<file path="config.mk">
export PLATFORM = sky130hd
export DESIGN_NAME = rf_wb_arbiter
export DESIGN_NICKNAME = d
export VERILOG_FILES = /design/src/rtl/rf_wb_arbiter.sv
export SDC_FILE = /design/constraint.sdc
export NUM_CORES = 1
export LEC_CHECK = 0
export CORE_ASPECT_RATIO = 1.5
export CORE_UTILIZATION = 45
export CTS_BUF_LIST = sky130_fd_sc_hd__clkbuf_2 sky130_fd_sc_hd__clkbuf_4 sky130_fd_sc_hd__clkbuf_8
export CTS_CLUSTER_SIZE = 20
export DETAILED_ROUTE_END_ITERATION = 7
export PLACE_DENSITY_LB_ADDON = 0.25
export SLEW_MARGIN = 20
export SYNTH_ARGS = -nofsm -noshare
export SYNTH_HDL_FRONTEND = slang
export SYNTH_SLANG_ARGS = --single-unit
</file>
<file path="constraint.sdc">
create_clock -name clk -period 6.5 [get_ports clk]
set_clock_uncertainty 0.2 [all_clocks]
set_input_delay 1.95 -clock clk [delete_from_list [all_inputs] [get_ports clk]]
set_output_delay 1.95 -clock clk [all_outputs]
set_load 0.005 [all_outputs]
</file>
<file path="src/rtl/rf_wb_arbiter.sv">
// Write-back arbiter for the register file port.
// Merges pipeline retires with long-latency results via a small FIFO.
module rf_wb_arbiter #(
  parameter int DEPTH      = 2,
  parameter int STARVE_MAX = 4
) (
  input  logic        clk,
  input  logic        rst,
  input  logic        pipe_valid,
  input  logic [4:0]  pipe_waddr,
  input  logic [31:0] pipe_wdata,
  output logic        pipe_stall,
  input  logic        lr_valid,
  output logic        lr_ready,
  input  logic [4:0]  lr_waddr,
  input  logic [31:0] lr_wdata,
  input  logic [4:0]  chk_addr1,
  input  logic [4:0]  chk_addr2,
  output logic        chk_hit1,
  output logic        chk_hit2,
  output logic        rf_wen,
  output logic [4:0]  rf_waddr,
  output logic [31:0] rf_wdata
);

  localparam int AW = $clog2(DEPTH);
  localparam int CW = AW + 1;
  localparam int WW = $clog2(STARVE_MAX + 1);
  localparam logic [CW-1:0] FULL = CW'(DEPTH);
  localparam logic [WW-1:0] WMAX = WW'(STARVE_MAX);

  logic [4:0]       mem_a [DEPTH];
  logic [31:0]      mem_d [DEPTH];
  logic [DEPTH-1:0] vld;
  logic [AW-1:0]    rptr;
  logic [AW-1:0]    wptr;
  logic [CW-1:0]    cnt;
  logic [WW-1:0]    wait_cnt;

  logic empty;
  logic full;
  logic push;
  logic pop;
  logic pipe_sel;
  logic hit1;
  logic hit2;

  assign empty      = (cnt == '0);
  assign full       = (cnt == FULL);
  assign lr_ready   = !rst && !full;
  assign push       = lr_valid && lr_ready && (lr_waddr != 5'd0);
  assign pipe_stall = (wait_cnt == WMAX);

  // Pick the write source: forced drain, pipeline, then FIFO head.
  always_comb begin
    pipe_sel = 1'b0;
    pop      = 1'b0;
    if (pipe_stall) begin
      pop = !empty;
    end else if (pipe_valid && (pipe_waddr != 5'd0)) begin
      pipe_sel = 1'b1;
    end else begin
      pop = !empty;
    end
  end

  // FIFO storage; contents are qualified by vld so no reset needed.
  always_ff @(posedge clk) begin
    if (push) begin
      mem_a[wptr] <= lr_waddr;
      mem_d[wptr] <= lr_wdata;
    end
  end

  // FIFO pointers, occupancy and per-slot valid bits.
  always_ff @(posedge clk) begin
    if (rst) begin
      rptr <= '0;
      wptr <= '0;
      cnt  <= '0;
      vld  <= '0;
    end else begin
      if (push) begin
        vld[wptr] <= 1'b1;
        wptr      <= wptr + AW'(1);
      end
      if (pop) begin
        vld[rptr] <= 1'b0;
        rptr      <= rptr + AW'(1);
      end
      if (push && !pop) begin
        cnt <= cnt + CW'(1);
      end else if (pop && !push) begin
        cnt <= cnt - CW'(1);
      end
    end
  end

  // Count cycles the head waits; saturates to force a drain.
  always_ff @(posedge clk) begin
    if (rst) begin
      wait_cnt <= '0;
    end else if (empty || pop) begin
      wait_cnt <= '0;
    end else if (wait_cnt != WMAX) begin
      wait_cnt <= wait_cnt + WW'(1);
    end
  end

  // Registered register-file write port.
  always_ff @(posedge clk) begin
    if (rst) begin
      rf_wen   <= 1'b0;
      rf_waddr <= 5'd0;
      rf_wdata <= 32'd0;
    end else begin
      rf_wen <= pipe_sel || pop;
      if (pipe_sel) begin
        rf_waddr <= pipe_waddr;
        rf_wdata <= pipe_wdata;
      end else if (pop) begin
        rf_waddr <= mem_a[rptr];
        rf_wdata <= mem_d[rptr];
      end
    end
  end

  // Pending-write lookup over FIFO entries and the output stage.
  always_comb begin
    hit1 = rf_wen && (rf_waddr == chk_addr1);
    hit2 = rf_wen && (rf_waddr == chk_addr2);
    for (int i = 0; i < DEPTH; i++) begin
      if (vld[i] && (mem_a[i] == chk_addr1)) hit1 = 1'b1;
      if (vld[i] && (mem_a[i] == chk_addr2)) hit2 = 1'b1;
    end
    chk_hit1 = (chk_addr1 != 5'd0) && hit1;
    chk_hit2 = (chk_addr2 != 5'd0) && hit2;
  end

endmodule

</file>
==> results of run 1 <==
-- per-layer routing --
metal  vias up  track usage, %  part of all wire, %
met4         0            10.9                  3.9
li1       1826               -                    -
met5         -               0                    0
met1      1823            22.5                   37
met2       105            39.4                   55
met3        30            5.74                  4.6
-- where the power goes --
group / internal (uW) / total, uW / switching, uW
clock network: 470 / 744 / 274
registers: 930 / 1020 / 92.9
logic: 315 / 625 / 311
-- worst reg2reg max path, cell delays in order, from the launching register on --
cell     delay, ps
dfxtp_1        370
inv_1           60
ha_1           200
nand2_1        290
o211a_1        540
buf_4          390
o21ai_0        160
a21oi_1        170
-- stage by stage --
stage	hold WS [ps]	instances	instance area, um2	setup WS (ps)
2_1_floorplan	245	427	5130	1740
3_3_place_gp	265	682	6500	658
3_5_place_dp	276	682	6500	578
4_1_cts	289	714	6950	570
5_1_grt	330	714	6950	382
6_report	288	714	6950	518
-- placed cells by master, fill, tap and decap left out, types with 4 or more instances in the layout --
cell | netlist | layout
nor4_1 | 9 | 9
edfxtp_1 | 74 | 74
dfxtp_1 | 48 | 47
nand2_1 | 75 | 75
a21oi_1 | 43 | 43
o211ai_1 | 36 | 36
mux2i_1 | 38 | 38
inv_1 | 6 | 6
buf_4 | 0 | 5
clkbuf_8 | 0 | 21
xnor2_1 | 7 | 7
nor2_1 | 5 | 5
xor2_1 | 26 | 26
clkdlybuf4s50_1 | 0 | 128
bufinv_16 | 0 | 4
-- cell families (layout without fill, tap and decap cells) --
family                     after synthesis  count (layout)  share of synthesized area, %
AOI/OAI and AO/OA                       92              92                          11.7
muxes                                   38              38                          7.42
xor gates and xnor gates                33              33                          5.64
DFF                                    122             122                          62.1
buffers and inverters                   32             172                          3.15
adders and majority gates                3               3                         0.732
and+or+nand+nor                        107             107                          9.32
-- sequential cells by signal, indices dropped and copies added, names as in the netlist, named ones only --
register,flops
cnt,2
mem_a,10
mem_d,64
rf_waddr,5
rf_wdata,32
rf_wen,1
rptr,1
vld,2
wait_cnt,3
wptr,1
-- final timing paths --
| kind | from | to |
|---|---|---|
| worst max-delay path | chk_addr1[3] | chk_hit1 |
| worst min-delay path | rptr$_SDFFE_PP0P_ | vld[1]$_SDFF_PP0_ |
| worst max register to register | wait_cnt[0]$_SDFFE_PP0N_ | rptr$_SDFFE_PP0P_ |
| worst min register to register | rptr$_SDFFE_PP0P_ | vld[1]$_SDFF_PP0_ |
-- area by class of cell --
class                           count  area (um2)
Fill cell                         927        4100
Sequential cell                   122        3180
Multi-Input combinational cell    273        1790
Timing Repair Buffer              134        1320
Clock buffer                       24         312
Tap cell                          147         184
Clock inverter                      8         141
Inverter                            6        22.5
==> results_dict.tcl, run 1 <==
set metrics [dict create \
    status "completed" \
    clock_path_buffers 2 \
    cp_num_buf_inv 2 \
    report.final.hold_viol_count 0 \
    min_period_ps 5980 \
    drc 0 \
    postCtsHoldBufs 0 \
    end_kind "output pin" \
    rsz0062_at_grt "no" \
    synth_nets 518 \
    cp_cell_sequence "clkdlybuf4s50_1 > xor2_1 > nor4_1 > a32oi_1 > a21oi_1 > clkdlybuf4s50_1" \
    holdPathStages 1 \
    slew_viol_final 0 \
    htreeDepth 4 \
    ys_ff_latch 122 \
    relSlewSlack_pct 34.4 \
    synth.most_common_cell "nand2_1" \
    crit_path_max_incr_delay_ps 540 \
    grt_first_pass_wirelength_um 19100 \
    synth_top_area_share_pct 43.3 \
    rows 47 \
    core-area_um2 11100 \
    start_util_pct 46.4 \
    cts_made_buffers 17 \
    synthCells 427 \
    die_h_um 133 \
    antenna_found_initial 0 \
    setup-tns-final_ps 0 \
    post_cts_buffers 0 \
    cp_max_fo 4 \
    synth.avg_cell_area_um2 12.0 \
    min_path_type "flop to flop" \
    finalNetCount 645 \
    synth-main-ff-cell "edfxtp_1" \
    ys_top_cells_by_count "75 x nand2_1, 74 x edfxtp_1, 48 x dfxtp_1, 43 x a21oi_1, 38 x mux2i_1" \
    clock_latency_ps 410 \
    syn_to_final_growth_pct 35.6 \
    clk_pin_slew_ps 60 \
    drt-total-wl_um 12300 \
    synth.distinct_cells 35 \
    grt_remaining_overflow 0 \
    maxCapViolations 0 \
    finalSetupViolations 0 \
    criticalPathCategory "primary input to output pin" \
    ys_seq_area_share_pct 62.1 \
    cts_tree "yes" \
    initialDrtViolationCount 131 \
    p_per_area_nw_per_um2 344 \
    drive_gt1_share_pct 7.76 \
    dpl.hpwl_um 8350 \
    dr_total_vias 3784 \
    diodes 0 \
    syn_area_um2 5130 \
    power.leakage_uw 0.00242 \
    track_usage_pct 21.8 \
    dieArea_um2 11800 \
    grt_start_max_net_pins 76 \
    io_pins 130 \
    antenna_left 0 \
    routed_via_density 5.30 \
    worst_path_max_delay_cell "clkdlybuf4s50_1" \
    final.period_utilization_pct 92.0 \
    port_buffers 129 \
    ys_warn_count 0 \
    drtPass1Iterations 4 \
    worstPathArrival_ps 3830 \
    max_freq_ghz 0.167 \
    tightest_slew_ps 984 \
    peakVddDrop_mv 0.237 \
    synth_edf_count 74 \
    r2r_cells 7 \
    power_uw 2390 \
    synthArstFlopShare_pct 0 \
    die_w_um 89.2 \
    synth_top_area_cell "edfxtp_1" \
    start_kind "primary input" \
    grt_pass1_vias 3890 \
    clock-sinks 122 \
    required_ps 4350 \
    root_buffer "clkbuf_8" \
    cpMostUsedCell "clkdlybuf4s50_1" \
    rrSetupSlack_ps 4040 \
    final_core_util_pct 62.9 \
    path_delay_family "buffers and inverters" \
    cts_resized 0 \
    routedWlPerCell_um 17.2 \
    netlist_top_cells_area "edfxtp_1 43%, dfxtp_1 19%, mux2i_1 7.4%" \
    routabilityCongestion 0.758 \
    cp.depth 6 \
]
Power figures use the tool's default switching activity.
==> run 2, diff against run 1 <==
- SKIP_CTS_REPAIR_TIMING: not set -> 1
==> results of run 2 <==
Final layout, timing and power as in run 1 (identical DEF).
==> run 3, diff against run 2 <==
- CORE_UTILIZATION: 45 -> 55
==> run 3 against run 2 <==
First-iteration DRC count increased by 2.3%. Utilization increased by 14 points. Flip-flop and latch count unchanged. Sequential power about the same. Power decreased by 4.3%.
==> results_dict.tcl, run 3 (synthesis results as in run 1) <==
set metrics [dict create \
    core-area_um2 8930 \
    cts_made_buffers 17 \
    final.period_utilization_pct 92.9 \
    cp_max_fo 4 \
    dpl.hpwl_um 8110 \
    track_usage_pct 26.8 \
    dieArea_um2 9720 \
    syn_to_final_growth_pct 33.3 \
    grt_remaining_overflow 0 \
    power.leakage_uw 0.00238 \
    largest_register "mem_d" \
    antenna_found_initial 0 \
    clock-sinks 122 \
    antenna_left 0 \
    routabilityCongestion 0.847 \
    final_cell_mix "128 x clkdlybuf4s50_1, 75 x nand2_1, 74 x edfxtp_1" \
    min_period_ps 6040 \
    p_per_area_nw_per_um2 335 \
    diodes 0 \
    port_buffers 129 \
    fin_ws_ps 462 \
    finalSetupViolations 0 \
    start_util_pct 57.4 \
    dr_total_vias 3790 \
    slew_viol_final 0 \
    pre_cts_slack_ps 553 \
    clock_latency_ps 400 \
    final_core_util_pct 76.5 \
    tightest_slew_ps 1000 \
    routed_via_density 5.61 \
    cts_tree "yes" \
    max_freq_ghz 0.166 \
    rsz0062_at_grt "no" \
    clk_pin_slew_ps 60 \
    grt_first_pass_wirelength_um 19200 \
    whs_ps 270 \
    root_buffer "clkbuf_8" \
    criticalPathCategory "primary input to output pin" \
    peakVddDrop_mv 0.245 \
    largest_reg_flops 64 \
    rows 42 \
    htreeDepth 4 \
    maxCapViolations 0 \
    drive_gt1_share_pct 7.42 \
    holdPathStages 1 \
    relSlewSlack_pct 33.2 \
    initialDrtViolationCount 134 \
    die_w_um 80.8 \
    required_ps 4350 \
    end_kind "output pin" \
    drtPass1Iterations 4 \
    clock_path_buffers 2 \
    final_cells 676 \
    post-place-cells 645 \
    grt_pass1_vias 4139 \
    final_common_cell "clkdlybuf4s50_1" \
    worstPathArrival_ps 3890 \
    r2r_cells 6 \
    grt_start_max_net_pins 50 \
    finalNetCount 645 \
    status "completed" \
    report.final.hold_viol_count 0 \
    start_kind "primary input" \
    die_h_um 120 \
    io_pins 130 \
    drt-total-wl_um 12000 \
    reg_top3 "mem_d: 64 flops, rf_wdata: 32 flops, mem_a: 10 flops" \
    routedWlPerCell_um 17.8 \
    drc 0 \
    setup-tns-final_ps 0 \
    min_path_type "flop to flop" \
]
==> run 3: cell count changes in the layout (fill, tap and decap cells not counted), sizes merged <==
cell	delta
bufinv	-2
clkbuf	-2
clkinv	+2
clkinvlp	+1
==> run 3: final timing paths <==
kind	end	slack (ps)	from
min reg2reg	vld[1]$_SDFF_PP0_	270	rptr$_SDFFE_PP0P_
max	chk_hit1	460	chk_addr1[2]
max reg2reg	cnt[1]$_SDFFE_PP0P_	3720	cnt[0]$_SDFFE_PP0P_
min	vld[1]$_SDFF_PP0_	270	rptr$_SDFFE_PP0P_
==> run 3: where the power goes <==
| part | total, uW | internal (uW) | switching [uW] |
|---|---|---|---|
| Sequential | 1010 | 930 | 78.6 |
| Combinational | 644 | 313 | 331 |
| Clock | 637 | 367 | 270 |
| Total | 2290 | 1610 | 679 |
==> run 3: area by class of cell <==
cell class	count	area, um2
Multi-Input combinational cell	273	1790
Clock buffer	22	284
Timing Repair Buffer	134	1320
Tap cell	110	138
Sequential cell	122	3180
Inverter	6	22.5
Fill cell	635	2100
Clock inverter	9	97.6
==> run 3: stage by stage <==
step / total power, uW / area, um2
final: 2290 / 6840
after global routing: 2410 / 6840
after CTS: 2300 / 6840
after detailed placement: 1670 / 6450
after global placement: 1640 / 6450
after floorplan: 1390 / 5130
==> run 3: metal layers <==
metal	part of all wire [%]	GRT usage [%]
met1	37	26.9
met2	56	50.0
met3	4.4	6.94
met4	2.4	11.8
met5	0	0
==> run 3: critical path, stage by stage <==
cell,delay (ps)
clkdlybuf4s50_1,520
xor2_1,190
nor4_1,410
nand3_1,150
a21oi_1,170
clkdlybuf4s50_1,510
